### config.mk
export PLATFORM = sky130hd
export DESIGN_NAME = io_channel_ready_gen
export DESIGN_NICKNAME = d
export VERILOG_FILES = /design/src/rtl/kfpc_bus_pkg.sv /design/src/rtl/cpu_clock_edge_detect.sv /design/src/rtl/io_channel_ready_gen.sv
export SDC_FILE = /design/constraint.sdc
export NUM_CORES = 1
export LEC_CHECK = 0
export CAP_MARGIN = 5
export CORE_MARGIN = 3
export CORE_UTILIZATION = 40
export DETAILED_ROUTE_END_ITERATION = 10
export HOLD_SLACK_MARGIN = 0.1
export PLACE_DENSITY = 0.78
export SYNTH_ARGS = -nofsm -noshare
export SYNTH_HDL_FRONTEND = slang
export SYNTH_HIERARCHICAL = 1
export SYNTH_SLANG_ARGS = --single-unit
### constraint.sdc
create_clock -name clock -period 4.7 [get_ports clock]
set_clock_uncertainty 0.2 [all_clocks]
set_input_delay 0.94 -clock clock [delete_from_list [all_inputs] [get_ports clock]]
set_output_delay 0.94 -clock clock [all_outputs]
set_load 0.02 [all_outputs]
### src/rtl/kfpc_bus_pkg.sv
// Shared bus constants for the KFPC channel-ready logic: FSM state encoding,
// wait-counter width, default I/O and memory decode windows, and window-hit helpers.
package kfpc_bus_pkg;

    localparam int unsigned ADDR_W    = 20;
    localparam int unsigned IO_ADDR_W = 16;
    localparam int unsigned CNT_W     = 4;
    localparam int unsigned STATE_W   = 2;

    // FSM state encoding
    localparam logic [STATE_W-1:0] ST_IDLE = 2'b00;
    localparam logic [STATE_W-1:0] ST_WAIT = 2'b01;
    localparam logic [STATE_W-1:0] ST_HOLD = 2'b10;

    // Default decode windows and wait counts
    localparam logic [IO_ADDR_W-1:0] IO_BASE_DFLT   = 16'h0300;
    localparam logic [IO_ADDR_W-1:0] IO_MASK_DFLT   = 16'hFFF0;
    localparam logic [CNT_W-1:0]     IO_WAITS_DFLT  = 4'd2;
    localparam logic [ADDR_W-1:0]    MEM_BASE_DFLT  = 20'hC0000;
    localparam logic [ADDR_W-1:0]    MEM_MASK_DFLT  = 20'hF0000;
    localparam logic [CNT_W-1:0]     MEM_WAITS_DFLT = 4'd1;

    // Masked compare of a 16-bit I/O address against a window
    function automatic logic io_window_hit(
        input logic [IO_ADDR_W-1:0] addr,
        input logic [IO_ADDR_W-1:0] base,
        input logic [IO_ADDR_W-1:0] mask
    );
        return (addr & mask) == (base & mask);
    endfunction

    // Masked compare of a 20-bit memory address against a window
    function automatic logic mem_window_hit(
        input logic [ADDR_W-1:0] addr,
        input logic [ADDR_W-1:0] base,
        input logic [ADDR_W-1:0] mask
    );
        return (addr & mask) == (base & mask);
    endfunction

endpackage

### src/rtl/cpu_clock_edge_detect.sv
// Edge detector for the CPU bus clock level, which is synchronous to clock.
// Ports:
//   clock, reset            system clock, async active-high reset
//   cpu_clock_i             CPU bus clock level
//   cpu_clock_posedge_c_o   high for one clock after a 0->1 transition (combinational)
//   cpu_clock_negedge_c_o   high for one clock after a 1->0 transition (combinational)
module cpu_clock_edge_detect (
    input  logic clock,
    input  logic reset,
    input  logic cpu_clock_i,
    output logic cpu_clock_posedge_c_o,
    output logic cpu_clock_negedge_c_o
);

    logic prev_cpu_clock_q;

    // Previous cpu_clock level
    always_ff @(posedge clock or posedge reset) begin
        if (reset) begin
            prev_cpu_clock_q <= 1'b0;
        end else begin
            prev_cpu_clock_q <= cpu_clock_i;
        end
    end

    assign cpu_clock_posedge_c_o = ~prev_cpu_clock_q & cpu_clock_i;
    assign cpu_clock_negedge_c_o = prev_cpu_clock_q & ~cpu_clock_i;

endmodule

### src/rtl/io_channel_ready_gen.sv
// I/O channel ready generator: on the leading edge of a CPU-owned bus command
// that hits the I/O or memory decode window, pulls io_channel_ready low for a
// programmed number of cpu_clock rising edges, then holds until the command ends.
// Ports:
//   clock, reset                      system clock, async active-high reset
//   cpu_clock                         CPU bus clock level (sampled for edges)
//   address[19:0]                     bus address
//   io_read_n, io_write_n             active-low I/O commands
//   memory_read_n, memory_write_n     active-low memory commands
//   address_enable_n                  low = CPU cycle, high = DMA cycle
//   io_channel_ready                  registered; low exactly while waiting
//   wait_active                       registered; complement of io_channel_ready
module io_channel_ready_gen
    import kfpc_bus_pkg::*;
#(
    parameter logic [IO_ADDR_W-1:0] IO_BASE   = IO_BASE_DFLT,
    parameter logic [IO_ADDR_W-1:0] IO_MASK   = IO_MASK_DFLT,
    parameter logic [CNT_W-1:0]     IO_WAITS  = IO_WAITS_DFLT,
    parameter logic [ADDR_W-1:0]    MEM_BASE  = MEM_BASE_DFLT,
    parameter logic [ADDR_W-1:0]    MEM_MASK  = MEM_MASK_DFLT,
    parameter logic [CNT_W-1:0]     MEM_WAITS = MEM_WAITS_DFLT
) (
    input  logic              clock,
    input  logic              reset,
    input  logic              cpu_clock,
    input  logic [ADDR_W-1:0] address,
    input  logic              io_read_n,
    input  logic              io_write_n,
    input  logic              memory_read_n,
    input  logic              memory_write_n,
    input  logic              address_enable_n,
    output logic              io_channel_ready,
    output logic              wait_active
);

    logic               cpu_clock_posedge_c;
    logic               unused_cpu_clock_negedge;
    logic               command_c;
    logic               io_cmd_c;
    logic               mem_cmd_c;
    logic               start_c;
    logic               io_hit_c;
    logic               mem_hit_c;
    logic [CNT_W-1:0]   waits_c;
    logic               prev_command_q;
    logic [STATE_W-1:0] state_q, state_d;
    logic [CNT_W-1:0]   cnt_q, cnt_d;
    logic               ready_q, ready_d;
    logic               wait_active_q;

    cpu_clock_edge_detect u_cpu_clock_edge_detect (
        .clock                 (clock),
        .reset                 (reset),
        .cpu_clock_i           (cpu_clock),
        .cpu_clock_posedge_c_o (cpu_clock_posedge_c),
        .cpu_clock_negedge_c_o (unused_cpu_clock_negedge)
    );

    // Command decode and leading-edge start; DMA cycles never start a wait
    assign io_cmd_c  = ~io_read_n | ~io_write_n;
    assign mem_cmd_c = ~memory_read_n | ~memory_write_n;
    assign command_c = io_cmd_c | mem_cmd_c;
    assign start_c   = ~prev_command_q & command_c & ~address_enable_n;

    assign io_hit_c  = io_window_hit(address[IO_ADDR_W-1:0], IO_BASE, IO_MASK);
    assign mem_hit_c = mem_window_hit(address, MEM_BASE, MEM_MASK);

    // Wait count select; an I/O hit takes priority over a memory hit
    always_comb begin
        waits_c = '0;
        if (io_cmd_c && io_hit_c) begin
            waits_c = IO_WAITS;
        end else if (mem_cmd_c && mem_hit_c) begin
            waits_c = MEM_WAITS;
        end
    end

    // Next-state and counter logic
    always_comb begin
        state_d = state_q;
        cnt_d   = cnt_q;
        unique case (state_q)
            ST_IDLE: begin
                if (start_c) begin
                    if (waits_c != '0) begin
                        state_d = ST_WAIT;
                        cnt_d   = waits_c;
                    end else begin
                        state_d = ST_HOLD;
                    end
                end
            end
            ST_WAIT: begin
                // Abort beats the counter
                if (!command_c) begin
                    state_d = ST_IDLE;
                    cnt_d   = '0;
                end else if (cpu_clock_posedge_c) begin
                    if (cnt_q == CNT_W'(1)) begin
                        state_d = ST_HOLD;
                        cnt_d   = '0;
                    end else begin
                        cnt_d = cnt_q - CNT_W'(1);
                    end
                end
            end
            ST_HOLD: begin
                if (!command_c) begin
                    state_d = ST_IDLE;
                end
            end
            default: begin
                state_d = ST_IDLE;
                cnt_d   = '0;
            end
        endcase
    end

    // Ready follows the next state so it is low exactly while in WAIT
    assign ready_d = (state_d != ST_WAIT);

    // State, counter, command history and outputs
    always_ff @(posedge clock or posedge reset) begin
        if (reset) begin
            state_q        <= ST_IDLE;
            cnt_q          <= '0;
            prev_command_q <= 1'b1;
            ready_q        <= 1'b1;
            wait_active_q  <= 1'b0;
        end else begin
            state_q        <= state_d;
            cnt_q          <= cnt_d;
            prev_command_q <= command_c;
            ready_q        <= ready_d;
            wait_active_q  <= ~ready_d;
        end
    end

    assign io_channel_ready = ready_q;
    assign wait_active      = wait_active_q;

endmodule

==> flow_summary_export.csv <==
group,metric,value,unit
grt,grt_pass1_vias,606,
routing,via_count,644,
min_path,hp-start,"cnt_q[1]",
sta,drv_slew,0,
sta,maxSlewHeadroom,73.5,%
grt,grt_max_degree,10,
setup_path,crit_fanout,5,
cts,cts_tree,"built",
setup_path,path_buf_inv,1,
power,ir_worst_vdd,0.226,mV
grt,met1_usage,25.3,%
layout,final_layout_size_suffix_gt1_share,6.93,%
grt,grt-busiest-layer,"met2",
setup_path,r2r-end,"cnt_q[3]",
sta,max_freq,0.381,GHz
layout,final_net_count,132,
logic_synthesis,synth_nets,102,
cts,cts_max_level,1,
cts,insertion_delay,270,ps
grt,grtUsageMet2,26.1,%
layout,layout_common_cells,"clkdlybuf4s50_1 (25), nor2_1 (8), dfrtp_1 (8)",
setup_path,ff2ff_path_depth,5,
routing,wl_per_cell,14.5,um
setup_path,rrSetupSlack,2890,ps
floorplan,core,1400,um2
layout,final_common_cell,"clkdlybuf4s50_1",
cts,clockBufferDepth,2,
sta,setup_violations,0,
power,cellLeakagePower,0.359,nW
grt,overflow,0,
routing,remaining_drc_errors,0,
setup_path,crit_path_end_kind,"register",
logic_synthesis,netlist_instances,72,
setup_path,crit_arrival,2570,ps
setup_path,slowest_delay,470,ps
sta,min_period,2630,ps
sta,fin_crit_sh,55.9,%
layout,diodes,0,
floorplan,row_count,13,
placed_design,place_congestion,0.797,
grt,grt_first_pass_wirelength,2710,um
floorplan,initial_utilization,46.2,%
routing,dr.pass1.iters,4,
placed_design,io_buffers,25,
sta,hold_violations,0,
sta,setup_tns,0,ps
setup_path,crit_chain,"clkdlybuf4s50_1 -> nor2b_1 -> nor4b_1 -> nor3_1 -> a211oi_1 -> o22ai_1",
job,maxCapViolCount,0,
floorplan,pin_count,30,
min_path,hold_path_depth,1,
setup_path,cpMaxStageDelayCell,"clkdlybuf4s50_1",
layout,areaGrowthSynthToFinish,45.6,%
setup_path,required,4650,ps
logic_synthesis,yosys_warnings,6,
min_path,min_to,"cnt_q[1]",
routing,drt_wl_total,1680,um
floorplan,dieArea,2140,um2
cts,cts_setup_buffers,0,
floorplan,die_y,46.2,um
cts,ctsHoldBuffers,0,
routing,ant_nets,0,
cts,cts-root-buf,"clkbuf_4",
cts,clk_pin_slew,60,ps
cts,ctsResizeCount,0,
setup_path,critPathKind,"in -> reg",
routing,drtIter0Drc,26,
min_path,hp-class,"reg -> reg",
grt,grt_util_all_layers,18.1,%
placed_design,dp_hpwl,1380,um
outcome,outcome,"finished clean",
logic_synthesis,synth_area_per_cell,8.98,um2
cts,clock_sinks,10,
setup_path,cp-start-kind,"input pin",
sta,tightest_slew,394,ps
sta,rsz0062_at_grt,"false",
setup_path,cpLargestDelayFamily,"simple AND/OR/NAND/NOR gates",
power,pwr_density_cell,260,nW/um2
grt,grt_use_met3,3.13,%
routing,vias_per_cell,5.55,
setup_path,reg2reg_from,"u_cpu_clock_edge_detect/prev_cpu_clock_q",
logic_synthesis,netlist_area,647,um2
power,report.power.total,0.245,mW
grt,antenna_found_initial,0,
sta,hold_ws,338,ps
cts,cts_buffers,3,
floorplan,die_w,46.2,um
layout make-up:
class	instances	area, um2
Inverter	7	26.3
Clock buffer	4	26.3
Timing Repair Buffer	25	250
Multi-Input combinational cell	55	368
Fill cell	118	457
Sequential cell	10	253
Tap cell	15	18.8
worst reg2reg max path, stage by stage (launching register included):
cell      delay [ps]
dfrtp_1          360
nor2b_1          330
nor4b_1          380
nor3_1            80
a211oi_1         240
o22ai_1          110
flip-flops by register name (all words and copies together) (netlist names):
signal,count
wait_active,1
prev_command_q,1
cnt_q,4
state_q,2
io_channel_ready,1
u_cpu_clock_edge_detect/prev_cpu_clock_q,1
worst max path at each step:
stage / startpoint / endpoint / slack, ps / cells after the start
after floorplan: memory_read_n / cnt_q[1] / 2520 / 4
after global placement: cpu_clock / cnt_q[3] / 1840 / 6
after detailed placement: cpu_clock / cnt_q[3] / 1820 / 6
after CTS: cpu_clock / cnt_q[3] / 2100 / 6
after global routing: cpu_clock / cnt_q[3] / 1920 / 6
final: cpu_clock / cnt_q[3] / 2070 / 6
through the flow:
step / setup WS, ps / cell area [um2] / utilization, % / cells
after global placement: 1840 / 916 / 65.5 / 112
final: 2070 / 942 / 67.4 / 116
after CTS: 2100 / 942 / 67.4 / 116
after detailed placement: 1820 / 916 / 65.5 / 112
after floorplan: 2520 / 647 / - / 72
after global routing: 1920 / 942 / 67.4 / 116
report_power, final:
group          internal (mW)  total (mW)  switching, mW
clock                 0.0329      0.0625         0.0297
sequential            0.0973       0.107        0.00999
combinational         0.0400      0.0756         0.0356
total                  0.170       0.245         0.0753
layer usage:
metal,up-vias,part of all wire (%),wire length [um]
li1,331,-,-
met3,2,6.1,103
met4,0,0.89,15
met2,15,47,788
met1,296,46,776
met5,-,0,0
Note: power is estimated with default switching activity, not from simulation.
